===== src/rtl/entry_allocator.sv =====
// Free-bitmap entry allocator: offers one free & eligible entry per cycle
// (fixed low/high priority or round-robin), accepts one release per cycle, and flushes.

module entry_slot (
  input  logic clk,
  input  logic rst_n,
  input  logic flush,
  input  logic set,
  input  logic clr,
  output logic free
);
  always_ff @(posedge clk or negedge rst_n) begin
    if (!rst_n)     free <= 1'b1;
    else if (flush) free <= 1'b1;
    else if (clr)   free <= 1'b0;
    else if (set)   free <= 1'b1;
  end
endmodule

module entry_allocator #(
  parameter int DEPTH         = 64,
  parameter int IDX_W         = $clog2(DEPTH),
  parameter bit HIGH_PRIORITY = 1'b0,
  parameter bit ROUND_ROBIN   = 1'b0
) (
  input  logic             clk,
  input  logic             rst_n,
  input  logic [DEPTH-1:0] eligible,
  input  logic             alloc_ready,
  output logic             alloc_valid,
  output logic [IDX_W-1:0] alloc_idx,
  input  logic             free_valid,
  input  logic [IDX_W-1:0] free_idx,
  input  logic             flush,
  output logic [IDX_W:0]   free_count,
  output logic             full,
  output logic             empty,
  output logic             err_dbl_free
);
  localparam logic [IDX_W:0] DEPTH_CNT = (IDX_W+1)'(DEPTH);

  logic [DEPTH-1:0] free_bits;
  logic [DEPTH-1:0] cand;
  logic [DEPTH-1:0] rot;
  logic [IDX_W-1:0] rr_ptr;
  logic [IDX_W-1:0] sel_idx;
  logic [IDX_W-1:0] rr_off;
  logic             grant;
  logic             rel_ok;
  logic             rel_dbl;

  assign cand = free_bits & eligible;
  // Rotating the doubled vector puts rr_ptr at bit 0, so a plain low-first scan wraps.
  assign rot  = DEPTH'({cand, cand} >> rr_ptr);

  always_comb begin
    sel_idx = '0;
    rr_off  = '0;
    if (ROUND_ROBIN) begin
      for (int k = DEPTH-1; k >= 0; k--)
        if (rot[k]) rr_off = IDX_W'(k);
      sel_idx = rr_ptr + rr_off;
    end else if (HIGH_PRIORITY) begin
      for (int k = 0; k < DEPTH; k++)
        if (cand[k]) sel_idx = IDX_W'(k);
    end else begin
      for (int k = DEPTH-1; k >= 0; k--)
        if (cand[k]) sel_idx = IDX_W'(k);
    end
  end

  assign alloc_valid = |cand;
  assign alloc_idx   = alloc_valid ? sel_idx : '0;

  // Flush discards any same-cycle grant or release, including the double-free flag.
  assign grant   = alloc_valid & alloc_ready & ~flush;
  assign rel_ok  = free_valid & ~free_bits[free_idx] & ~flush;
  assign rel_dbl = free_valid &  free_bits[free_idx] & ~flush;

  for (genvar i = 0; i < DEPTH; i++) begin : g_slot
    entry_slot u_slot (
      .clk   (clk),
      .rst_n (rst_n),
      .flush (flush),
      .set   (rel_ok && (free_idx == IDX_W'(i))),
      .clr   (grant  && (alloc_idx == IDX_W'(i))),
      .free  (free_bits[i])
    );
  end

  always_ff @(posedge clk or negedge rst_n) begin
    if (!rst_n) begin
      free_count   <= DEPTH_CNT;
      rr_ptr       <= '0;
      err_dbl_free <= 1'b0;
    end else begin
      if (flush) begin
        free_count <= DEPTH_CNT;
        rr_ptr     <= '0;
      end else begin
        case ({rel_ok, grant})
          2'b10:   free_count <= free_count + 1'b1;
          2'b01:   free_count <= free_count - 1'b1;
          default: free_count <= free_count;
        endcase
        if (ROUND_ROBIN && grant) rr_ptr <= alloc_idx + IDX_W'(1);
      end
      if (rel_dbl) err_dbl_free <= 1'b1;
    end
  end

  assign full  = (free_count == '0);
  assign empty = (free_count == DEPTH_CNT);
endmodule


===== config.mk =====
export PLATFORM = sky130hd
export DESIGN_NAME = entry_allocator
export DESIGN_NICKNAME = d
export VERILOG_FILES = /design/src/rtl/entry_allocator.sv
export SDC_FILE = /design/constraint.sdc
export NUM_CORES = 1
export LEC_CHECK = 0
export ABC_CLOCK_PERIOD_IN_PS = 4000
export BUFFER_PORTS_ARGS = -buffer_cell sky130_fd_sc_hd__buf_4
export CAP_MARGIN = 25
export CORE_UTILIZATION = 52
export DETAILED_ROUTE_END_ITERATION = 12
export PLACE_DENSITY = 0.89
export SLEW_MARGIN = 20
export SYNTH_ARGS = -nofsm -noshare
export SYNTH_HDL_FRONTEND = slang
export SYNTH_SLANG_ARGS = --single-unit

===== constraint.sdc =====
create_clock -name clk -period 4 [get_ports clk]
set_clock_uncertainty 0.15 [all_clocks]
set_input_delay 0.8 -clock clk [delete_from_list [all_inputs] [get_ports clk]]
set_output_delay 0.8 -clock clk [all_outputs]
set_load 0.02 [all_outputs]

==> impl_metrics.sql, run 1 <==
INSERT INTO impl_metrics (metric_group, metric, value, unit) VALUES
('grt', 'globalRouteOverflowTotal', '0', ''),
('placed_design', 'placement.io_buffers', '91', ''),
('power_and_ir_drop', 'power-per-cell-area', '279.6', 'mW/mm2'),
('timing', 'post-route-worst-setup-slack', '-0.02477', 'ns'),
('flow_run', 'max_cap_viol_count', '0', ''),
('yosys', 'syn-instance-count', '559', ''),
('power_and_ir_drop', 'power.static_leakage', '2.717', 'nW'),
('timing', 'report.final.slew_viol_count', '0', ''),
('grt', 'grt_pass1_vias', '5635', ''),
('yosys', 'syn_area_per_cell', '9.296', 'um2'),
('cts', 'numCtsBuffers', '9', ''),
('yosys', 'synth.top_cells.by_area', 'sky130_fd_sc_hd__dfstp_2 (33%), sky130_fd_sc_hd__a211oi_1 (10%), sky130_fd_sc_hd__mux4_2 (8.2%), sky130_fd_sc_hd__a21oi_1 (7.1%), sky130_fd_sc_hd__nand2_1 (4.4%)', ''),
('drt', 'routed_via_density', '7.114', ''),
('timing', 'hold-worst-slack', '0.3403', 'ns'),
('timing', 'setup_violations', '1', ''),
('yosys', 'synth_top_flop_cell', 'sky130_fd_sc_hd__dfstp_2', ''),
('cts', 'cts_root_buffer', 'sky130_fd_sc_hd__clkbuf_8', ''),
('critical_path', 'critical_path_required', '4.13', 'ns'),
('critical_path', 'timing.critical_path.fanout_max', '4', ''),
('critical_path', 'type_of_destination_of_the_critical_path', 'flop', ''),
('yosys', 'syn_area', '0.005196', 'mm2'),
('placed_design', 'dp.final_hpwl', '14530', 'um'),
('timing', 'timing.final.crit_period', '4.025', 'ns'),
('drt', 'finalWirelength', '20430', 'um'),
('floorplan', 'area_of_the_core', '0.009729', 'mm2'),
('cts', 'cts_buffer_depth', '2', ''),
('yosys', 'synth_enable_flop_cells', '0', ''),
('floorplan', 'initial_utilization', '53.41', '%'),
('timing', 'min_period_over_period', '100.6', '%'),
('finish', 'drive_above_1_share', '40.23', '%'),
('yosys', 'synth_area_leader_cell', 'sky130_fd_sc_hd__dfstp_2', ''),
('timing', 'achievable-frequency', '248.5', 'MHz'),
('critical_path', 'crit_path_start', 'eligible[55]', ''),
('yosys', 'synth-seq-area-share', '36.24', '%'),
('drt', 'num_vias', '5969', ''),
('critical_path', 'reg2reg_setup_slack', '0.14', 'ns'),
('finish', 'fillCellCount', '751', ''),
('grt', 'gr-usage-all-layers', '40.54', '%'),
('yosys', 'yosysUniqueCellTypes', '62', ''),
('floorplan', 'boundaryPins', '92', ''),
('min_path', 'hold_path_depth', '2', ''),
('cts', 'htree_levels', '3', ''),
('cts', 'clock_slew_at_reported_path_ffs', '0.08', 'ns'),
('finish', 'diodes', '0', ''),
('floorplan', 'die-width', '102.0', 'um'),
('power_and_ir_drop', 'total_power', '1.895', 'mW'),
('critical_path', 'timing.reg2reg.worst_path_depth', '15', ''),
('yosys', 'postSynth.asyncResetShare', '100.0', '%'),
('floorplan', 'floorplan.die_area', '0.01040', 'mm2'),
('yosys', 'postSynthRegisterBits', '72', ''),
('yosys', 'mappedNetlistNets', '640', ''),
('critical_path', 'rr_startpoint', 'g_slot[55].u_slot.free', ''),
('cts', 'worst_skew_pair.late_latency', '0.36', 'ns'),
('drt', 'detail_route.wl_per_cell', '24.36', 'um'),
('status', 'status', 'finished with violations', ''),
('drt', 'route.detailed.drc', '0', ''),
('critical_path', 'worstReg2RegEnd', 'free_count[6]', ''),
('status', 'violated_checks', 'negative setup slack', ''),
('power_and_ir_drop', 'vdd_drop_max', '178.8', 'uV'),
('finish', 'design.final.nets', '782', ''),
('timing', 'worst_pin_slew', '1.201', 'ns'),
('floorplan', 'fp-row-count', '36', ''),
('yosys', 'synth-warning-count', '0', ''),
('placed_design', 'gp_congestion', '1.013', ''),
('finish', 'ff_latch_area', '0.001883', 'mm2'),
('drt', 'drt_first_pass_iters', '5', ''),
('critical_path', 'timing.critical_path.from_type', 'primary input', ''),
('critical_path', 'worst_setup_path_class', 'primary input to flop', ''),
('min_path', 'sink_of_the_worst_hold_path', 'err_dbl_free', ''),
('grt', 'number_of_antenna_violations_at_the_first_check_in_global_routing', '0', ''),
('finish', 'area_growth', '30.41', '%');
-- flip-flops by register name (all words and copies together), names as in the netlist --
name                cells
g_slot.u_slot.free     64
free_count              7
err_dbl_free            1
-- cell type report --
class	instances	share of cell area (%)
sequential	72	27.79
timing repair buffer	162	18.54
inverter	5	0.2770
clock buffer	11	2.086
tap	133	2.456
multi-input combinational	451	47.66
clock inverter	5	1.200
-- worst max-delay path by stage --
stage / cells after the start / end
floorplan: 17 / free_count[6]
global placement: 16 / free_count[6]
detailed placement: 16 / free_count[6]
CTS: 15 / free_count[6]
global route: 17 / free_count[6]
finish: 16 / free_count[6]
-- worst max-delay path, stage by stage --
cell                       delay (ns)
sky130_fd_sc_hd__buf_4           0.11
sky130_fd_sc_hd__a22oi_1         0.23
sky130_fd_sc_hd__or4bb_4         0.58
sky130_fd_sc_hd__nor4_2          0.22
sky130_fd_sc_hd__buf_4           0.16
sky130_fd_sc_hd__nand3_1         0.16
sky130_fd_sc_hd__nand2_2         0.15
sky130_fd_sc_hd__nor3_4          0.06
sky130_fd_sc_hd__fa_2            0.41
sky130_fd_sc_hd__a21o_1          0.18
sky130_fd_sc_hd__a21oi_2         0.17
sky130_fd_sc_hd__nor2b_1         0.07
sky130_fd_sc_hd__o21ai_1         0.17
sky130_fd_sc_hd__nand2b_1        0.12
sky130_fd_sc_hd__or3_1           0.34
sky130_fd_sc_hd__a32oi_1         0.23
-- metal layers --
layer	global-route usage (%)	vias to the layer above	part of all wire (%)
met1	50.11	2777	34
met3	12.52	141	15
met5	0	-	0
met2	60.92	552	44
met4	27.69	0	7.2
li1	-	2499	-
-- per-stage QoR --
step / setup slack, ns / std cells / setup TNS [ns] / area (um2)
after floorplan: -0.3110 / 559 / -0.3608 / 5233
after global placement: -0.2466 / 815 / -0.4164 / 6405
after detailed placement: -0.4620 / 815 / -0.9379 / 6405
after CTS: 0.000004441 / 832 / 0 / 6666
after global routing: -0.1287 / 839 / -0.1479 / 6777
final: -0.02477 / 839 / -0.02477 / 6777
-- power breakdown --
group	leakage [nW]	internal [mW]	switching [mW]	total, mW
Sequential	0.773	0.748	0.0202	0.768
Combinational	1.83	0.202	0.260	0.462
Clock	0.110	0.369	0.296	0.665
Total	2.72	1.32	0.577	1.89
-- synth_stat cells (all sizes together), types with 3 or more instances --
master	number
a21oi	74
a211oi	70
dfstp	65
nand2	61
nor2	43
a22oi	30
clkbuf	22
mux4	19
nor3	13
o21ai	12
buf	9
a22o	8
nand3	8
a21o	7
a32oi	7
and3	7
dfrtp	7
nand2b	7
nand4	7
mux2i	6
nor2b	6
a32o	5
and2	5
ha	5
inv	5
xnor2	5
nor3b	4
nor4	4
o211ai	4
o2111a	3
-- cells in the final DEF, fill, tap and decap left out, types with 8 or more instances in the layout --
cell type,instances
sky130_fd_sc_hd__dfstp_2,65
sky130_fd_sc_hd__mux4_2,19
sky130_fd_sc_hd__nand3_1,8
sky130_fd_sc_hd__clkbuf_8,10
sky130_fd_sc_hd__nand2_1,60
sky130_fd_sc_hd__o21ai_0,11
sky130_fd_sc_hd__nor3_1,11
sky130_fd_sc_hd__a22o_1,8
sky130_fd_sc_hd__buf_4,156
sky130_fd_sc_hd__a21oi_1,72
sky130_fd_sc_hd__a211oi_1,69
sky130_fd_sc_hd__a22oi_1,30
sky130_fd_sc_hd__nor2_1,41
-- cells by family after synthesis --
family / count (synthesis) / synth area share, %
AOI/OAI and AO/OA: 237 / 31.71
and+or+nand+nor: 175 / 16.42
DFF: 72 / 36.24
buffers and inverters: 36 / 3.058
muxes: 27 / 9.824
xor gates and xnor gates: 6 / 1.156
adders and majority gates: 6 / 1.589
-- what timing repair did --
action / 4_1_cts / 5_1_grt
pin swaps: 4 / 9
buffers inserted: 1 / 4
endpoints found under the setup margin: 1 / 2
gates cloned: 0 / 1
hold buffers: 0 / 0
gates resized for setup: 7 / 9
No activity file was read; power rests on OpenSTA's default activity.
==> run 2, diff against run 1 <==
- PLACE_DENSITY: 0.89 -> 0.76
==> impl_metrics.sql, run 2 (same netlist as run 1, synthesis figures left out) <==
INSERT INTO impl_metrics (metric_group, metric, value, unit) VALUES
('status', 'status', 'finished clean', ''),
('drt', 'route.antenna.remaining_nets', '0', ''),
('critical_path', 'slowest_delay', '0.51', 'ns'),
('finish', 'final_common_cell', 'sky130_fd_sc_hd__buf_4', ''),
('placed_design', 'dpl-instance-area', '0.006405', 'mm2'),
('floorplan', 'area_of_the_core', '0.009729', 'mm2'),
('cts', 'htree_levels', '3', ''),
('placed_design', 'gp_congestion', '1.060', ''),
('finish', 'finalNonFillerCells', '834', ''),
('finish', 'fillCellCount', '785', ''),
('critical_path', 'timing.critical_path.fanout_max', '12', ''),
('drt', 'detail_route.wl_per_cell', '23.79', 'um'),
('drt', 'route.detailed.drc', '0', ''),
('power_and_ir_drop', 'p_clk_share', '30.3', '%'),
('timing', 'grt_setup_unrepaired', 'true', ''),
('drt', 'drt_first_pass_iters', '5', ''),
('critical_path', 'crit_path_cell_trace', 'buf_12 -> mux4_2 -> mux2_2 -> nor3b_2 -> nor4_2 -> o41ai_4 -> nor3_4 -> fa_2 -> a21o_1 -> a21oi_2 -> nor2b_1 -> o21ai_1 -> nand2b_1 -> or4_1 -> nand2_1 -> a32oi_1', ''),
('placed_design', 'placed_cells', '815', ''),
('timing', 'final-hold-violation-count', '0', ''),
('timing', 'report.final.slew_viol_count', '0', ''),
('power_and_ir_drop', 'total_switching_power', '551.9', 'uW'),
('grt', 'number_of_antenna_violations_at_the_first_check_in_global_routing', '0', ''),
('cts', 'worst_skew_pair.late_latency', '0.38', 'ns'),
('power_and_ir_drop', 'power-per-cell-area', '260.0', 'mW/mm2'),
('min_path', 'hold_path_class', 'flop to flop', ''),
('cts', 'cts_buffer_depth', '2', ''),
('critical_path', 'timing.critical_path.arrival', '4.11', 'ns'),
('floorplan', 'fp-row-count', '36', ''),
('timing', 'timing.final.crit_period', '3.957', 'ns'),
('power_and_ir_drop', 'seq_power_share', '44.2', '%'),
('drt', 'routed_via_density', '6.861', ''),
('critical_path', 'crit_path_start', 'free_idx[3]', ''),
('placed_design', 'placement.io_buffers', '91', ''),
('finish', 'drive_above_1_share', '39.80', '%'),
('drt', 'drt_iter0_drc', '604', ''),
('floorplan', 'die-width', '102.0', 'um'),
('finish', 'register_with_the_most_flip_flops', 'g_slot.u_slot.free', ''),
('critical_path', 'type_of_destination_of_the_critical_path', 'flop', ''),
('power_and_ir_drop', 'power.static_leakage', '2.682', 'nW'),
('floorplan', 'die_height', '102.0', 'um'),
('power_and_ir_drop', 'intPower', '1.180', 'mW'),
('timing', 'finalSetupTns', '0', 'ns'),
('power_and_ir_drop', 'vdd_drop_max', '332.8', 'uV'),
('grt', 'grt_max_degree', '77', ''),
('power_and_ir_drop', 'total_power', '1.732', 'mW'),
('floorplan', 'initial_utilization', '53.41', '%'),
('finish', 'area_growth', '28.17', '%'),
('cts', 'numCtsBuffers', '9', ''),
('cts', 'clock_slew_at_reported_path_ffs', '0.08', 'ns'),
('timing', 'worst_pin_slew', '0.9551', 'ns'),
('placed_design', 'dp.final_hpwl', '14670', 'um'),
('timing', 'achievable-frequency', '252.7', 'MHz'),
('grt', 'wire_length_of_the_first_global_routing_pass', '29710', 'um'),
('critical_path', 'worst_setup_path_class', 'primary input to flop', ''),
('finish', 'diodes', '0', ''),
('drt', 'num_vias', '5722', ''),
('timing', 'hold-worst-slack', '0.3414', 'ns'),
('grt', 'globalRouteOverflowTotal', '0', ''),
('critical_path', 'rr_startpoint', 'g_slot[43].u_slot.free', ''),
('cts', 'clkSinkCount', '72', ''),
('cts', 'cts_root_buffer', 'sky130_fd_sc_hd__clkbuf_8', ''),
('finish', 'mostFrequentLayoutCells', 'sky130_fd_sc_hd__buf_4 (153), sky130_fd_sc_hd__a21oi_1 (72), sky130_fd_sc_hd__a211oi_1 (69), sky130_fd_sc_hd__dfstp_2 (65), sky130_fd_sc_hd__nand2_1 (60)', ''),
('power_and_ir_drop', 'swShare', '31.87', '%'),
('critical_path', 'crit_path_top_delay_cell', 'sky130_fd_sc_hd__mux4_2', ''),
('finish', 'area_of_combinational_cells_with_multiple_inputs', '0.003228', 'mm2'),
('finish', 'reg_top3', 'g_slot.u_slot.free (64), free_count (7), err_dbl_free (1)', ''),
('critical_path', 'critical_path_required', '4.15', 'ns'),
('floorplan', 'boundaryPins', '92', ''),
('timing', 'min_period_over_period', '98.92', '%'),
('floorplan', 'floorplan.die_area', '0.01040', 'mm2'),
('power_and_ir_drop', 'combinationalPowerShare', '25.4', '%'),
('finish', 'design_area', '0.006660', 'mm2'),
('finish', 'ff_latch_area', '0.001883', 'mm2'),
('min_path', 'worst_hold_startpoint', 'err_dbl_free', ''),
('critical_path', 'timing.critical_path.from_type', 'primary input', ''),
('flow_run', 'max_cap_viol_count', '0', ''),
('finish', 'largest_register_ffs', '64', ''),
('cts', 'tritoncts', 'done', ''),
('grt', 'grt_pass1_vias', '5558', ''),
('finish', 'design.final.nets', '777', ''),
('timing', 'max_slew_margin', '35.84', '%'),
('cts', 'postCtsHoldBufs', '0', ''),
('drt', 'finalWirelength', '19840', 'um'),
('grt', 'gr-usage-all-layers', '39.37', '%'),
('timing', 'setup_violations', '0', '');
run 2: changes by cell type in the layout (fill, tap and decap cells not counted), sizes merged:
cell and delta:
clkbuf -1, clkinvlp -1, buf -4, clkinv +3, bufinv -2
run 2: final cells by class:
type,instances,share of cell area [%]
Clock buffer,11,2.123
Clock inverter,5,0.4884
Inverter,5,0.2818
Multi-Input combinational cell,451,48.47
Sequential cell,72,28.27
Tap cell,133,2.499
Timing Repair Buffer,157,17.87
run 2: layer usage:
layer  global-route usage, %  part of all wire, %
met1                   48.55                   36
met2                   61.07                   46
met3                   10.67                   13
met4                   25.27                  6.0
met5                       0                    0
run 2: final timing paths:
check	cells after the start	slack [ns]	to
worst max-delay path	16	0.04	free_count[6]
worst min-delay path	2	0.34	err_dbl_free
worst max register to register	15	0.23	free_count[6]
worst min register to register	2	0.34	err_dbl_free
max in group asynchronous	1	2.72	free_count[0]
min in group asynchronous	1	0.38	free_count[2]
run 2: timing repair:
| action | 4_1_cts | 5_1_grt |
|---|---|---|
| setup endpoints to repair | 0 | 6 |
| gates resized for setup | 0 | 13 |
| buffers inserted | 0 | 1 |
run 2: worst max-delay path, delay by kind of cell:
family                   cells  cell delay, ns
multiplexers                 2            0.80
AO/OA/AOI/OAI                5            0.90
adder cells (fa/ha/maj)      1            0.38
buffers and inverters        1            0.13
AND/OR/NAND/NOR              7            1.08
run 2: power groups by stage:
stage / clock (mW) / sequential, mW / combinational, mW
6_report: 0.525 / 0.766 / 0.440
5_1_grt: 0.558 / 0.767 / 0.464
4_1_cts: 0.534 / 0.766 / 0.425
3_5_place_dp: 0 / 0.777 / 0.424
3_3_place_gp: 0 / 0.776 / 0.415
2_1_floorplan: 0 / 0.781 / 0.205
run 2: per-stage QoR:
stage | setup slack [ns] | util, %
final | 0.04334 | 68.45
after global routing | -0.08312 | 68.45
after CTS | 0.006866 | 67.62
after detailed placement | -0.3902 | 65.83
after global placement | -0.2843 | 65.83
after floorplan | -0.3110 | -
==> run 3, diff against run 2 <==
- CELL_PAD_IN_SITES_DETAIL_PLACEMENT: not set -> 1
- CELL_PAD_IN_SITES_GLOBAL_PLACEMENT: not set -> 1
- CORE_UTILIZATION: 52 -> 39
- PLACE_DENSITY: 0.76 -> 0.75
==> impl_metrics.sql, run 3 (same netlist as run 1, synthesis figures left out) <==
INSERT INTO impl_metrics (metric_group, metric, value, unit) VALUES
('floorplan', 'floorplan.die_area', '0.01379', 'mm2'),
('finish', 'mostFrequentLayoutCells', 'sky130_fd_sc_hd__buf_4 (162), sky130_fd_sc_hd__a21oi_1 (72), sky130_fd_sc_hd__a211oi_1 (69), sky130_fd_sc_hd__dfstp_2 (65), sky130_fd_sc_hd__nand2_1 (60)', ''),
('timing', 'achievable-frequency', '251.6', 'MHz'),
('grt', 'grt_pass1_vias', '6312', ''),
('timing', 'final-hold-violation-count', '0', ''),
('timing', 'report.final.slew_viol_count', '0', ''),
('placed_design', 'dpl-instance-area', '0.006521', 'mm2'),
('timing', 'grt_setup_unrepaired', 'true', ''),
('min_path', 'hold_path_class', 'flop to flop', ''),
('finish', 'drive_above_1_share', '40.62', '%'),
('grt', 'number_of_antenna_violations_at_the_first_check_in_global_routing', '0', ''),
('status', 'status', 'finished clean', ''),
('finish', 'register_with_the_most_flip_flops', 'g_slot.u_slot.free', ''),
('cts', 'htree_levels', '3', ''),
('placed_design', 'dp.final_hpwl', '17220', 'um'),
('finish', 'design.final.nets', '785', ''),
('timing', 'finalSetupTns', '0', 'ns'),
('power_and_ir_drop', 'power-per-cell-area', '315.3', 'mW/mm2'),
('finish', 'area_growth', '34.05', '%'),
('floorplan', 'area_of_the_core', '0.01282', 'mm2'),
('drt', 'routed.top_layer', 'met4', ''),
('grt', 'grt_max_degree', '77', ''),
('cts', 'postCtsHoldBufs', '0', ''),
('drt', 'finalWirelength', '23030', 'um'),
('timing', 'worst_pin_slew', '0.9261', 'ns'),
('grt', 'gr-usage-all-layers', '34.70', '%'),
('power_and_ir_drop', 'intPower', '1.589', 'mW'),
('cts', 'clkSinkCount', '72', ''),
('drt', 'wl_met3', '2147', 'um'),
('floorplan', 'die-width', '117.4', 'um'),
('floorplan', 'initial_utilization', '40.52', '%'),
('placed_design', 'placed_cells', '863', ''),
('drt', 'detail_route.wl_per_cell', '26.14', 'um'),
('drt', 'detailed_routed_wire_length_on_met2', '11010', 'um'),
('cts', 'tritoncts', 'done', ''),
('drt', 'num_vias', '5833', ''),
('finish', 'reg_top3', 'g_slot.u_slot.free (64), free_count (7), err_dbl_free (1)', ''),
('finish', 'fillCellCount', '1455', ''),
('timing', 'timing.final.crit_period', '3.975', 'ns'),
('timing', 'setup_violations', '0', ''),
('power_and_ir_drop', 'total_switching_power', '607.5', 'uW'),
('drt', 'drt_iter0_drc', '422', ''),
('cts', 'cts_buffer_depth', '2', ''),
('power_and_ir_drop', 'vdd_drop_max', '475.0', 'uV'),
('timing', 'min_period_over_period', '99.37', '%'),
('grt', 'wire_length_of_the_first_global_routing_pass', '35960', 'um'),
('floorplan', 'die_height', '117.4', 'um'),
('cts', 'worst_skew_pair.late_latency', '0.35', 'ns'),
('critical_path', 'critical_path_required', '4.12', 'ns'),
('power_and_ir_drop', 'p_clk_share', '43.9', '%'),
('drt', 'routed_via_density', '6.621', ''),
('drt', 'route.detailed.drc', '0', ''),
('critical_path', 'timing.critical_path.fanout_max', '16', ''),
('floorplan', 'boundaryPins', '92', ''),
('grt', 'globalRouteOverflowTotal', '0', ''),
('power_and_ir_drop', 'power.static_leakage', '2.805', 'nW'),
('critical_path', 'timing.critical_path.arrival', '4.09', 'ns'),
('drt', 'drt_first_pass_iters', '5', ''),
('floorplan', 'fp-row-count', '41', ''),
('cts', 'cts_root_buffer', 'sky130_fd_sc_hd__clkbuf_16', ''),
('critical_path', 'reg2reg_setup_slack', '0.23', 'ns'),
('critical_path', 'worst_setup_path_class', 'primary input to flop', ''),
('power_and_ir_drop', 'swShare', '27.66', '%'),
('placed_design', 'placement.io_buffers', '91', ''),
('finish', 'finalNonFillerCells', '881', ''),
('finish', 'largest_register_ffs', '64', ''),
('flow_run', 'max_cap_viol_count', '0', ''),
('finish', 'final_common_cell', 'sky130_fd_sc_hd__buf_4', ''),
('placed_design', 'gp_congestion', '0.9615', ''),
('drt', 'm1WireLength', '8779', 'um'),
('cts', 'numCtsBuffers', '9', ''),
('finish', 'design_area', '0.006965', 'mm2'),
('timing', 'max_slew_margin', '38.26', '%'),
('cts', 'clock_slew_at_reported_path_ffs', '0.06', 'ns'),
('finish', 'diodes', '0', ''),
('power_and_ir_drop', 'seq_power_share', '35.0', '%'),
('critical_path', 'timing.critical_path.from_type', 'primary input', ''),
('power_and_ir_drop', 'total_power', '2.196', 'mW'),
('power_and_ir_drop', 'combinationalPowerShare', '21.2', '%'),
('drt', 'route.antenna.remaining_nets', '0', ''),
('critical_path', 'type_of_destination_of_the_critical_path', 'flop', '');
## run 3: cell count changes in the layout (fill, tap and decap cells not counted), sizes merged
cell      change
bufinv        +3
clkinvlp      +1
buf          +10
clkbuf        -2
clkinv        -4
## run 3: layer usage
metal / up-vias / global-route usage [%]
met5: - / 0
met4: 0 / 18.02
met3: 85 / 10.17
met2: 328 / 55.95
met1: 2927 / 41.83
li1: 2493 / -
## run 3: power by group through the flow
stage | Sequential, mW | Clock (mW) | Combinational, mW
final | 0.768 | 0.964 | 0.465
after global routing | 0.769 | 0.999 | 0.492
after CTS | 0.768 | 0.976 | 0.456
after detailed placement | 0.778 | 0 | 0.447
after global placement | 0.777 | 0 | 0.434
after floorplan | 0.781 | 0 | 0.205
## run 3: cell type report
| cell class | count | area [um2] | area share (%) |
|---|---|---|---|
| flip-flops and latches | 72 | 1883 | 27.03 |
| clock inverters | 5 | 102.6 | 1.473 |
| multi-input cells | 451 | 3227 | 46.33 |
| repair buffers | 165 | 1266 | 18.18 |
| well taps | 172 | 215.2 | 3.090 |
| inverters | 5 | 18.77 | 0.2694 |
| clock buffers | 11 | 252.7 | 3.629 |
## run 3: timing repair
item / CTS / global route
pin swaps: 2 / 2
setup buffers: 2 / 0
gates resized for setup: 10 / 5
hold endpoints to repair: 0 / 0
endpoints found under the setup margin: 2 / 3
## run 3: worst paths after layout
kind,startpoint,end,cells past startpoint
min in group asynchronous,rst_n,free_count[4],1
worst max-delay path,free_idx[3],free_count[6],16
worst max register to register,g_slot[55].u_slot.free,free_count[6],16
worst min-delay path,err_dbl_free,err_dbl_free,2
max in group asynchronous,rst_n,free_count[0],1
worst min register to register,err_dbl_free,err_dbl_free,2
## run 3: worst max-delay path, cell delays in order
cell	delay [ns]
sky130_fd_sc_hd__buf_16	0.14
sky130_fd_sc_hd__mux4_2	0.53
sky130_fd_sc_hd__mux4_2	0.51
sky130_fd_sc_hd__nor3b_4	0.23
sky130_fd_sc_hd__nor2_2	0.10
sky130_fd_sc_hd__o41ai_4	0.07
sky130_fd_sc_hd__nor3_4	0.09
sky130_fd_sc_hd__fa_2	0.40
sky130_fd_sc_hd__a21o_1	0.19
sky130_fd_sc_hd__a21oi_2	0.14
sky130_fd_sc_hd__nor2b_1	0.07
sky130_fd_sc_hd__o21ai_1	0.12
sky130_fd_sc_hd__nand2b_1	0.12
sky130_fd_sc_hd__or4_4	0.44
sky130_fd_sc_hd__nand2_1	0.08
sky130_fd_sc_hd__a32oi_1	0.05
## run 3: metrics by stage
| stage | util, % | hold WS, ns | worst slack [ns] |
|---|---|---|---|
| floorplan | - | 0.3544 | -0.3110 |
| global placement | 50.85 | 0.3191 | -0.3307 |
| detailed placement | 50.85 | 0.3244 | -0.5231 |
| CTS | 54.11 | 0.3399 | -0.009931 |
| global route | 54.31 | 0.3552 | -0.08704 |
| finish | 54.31 | 0.3363 | 0.02511 |
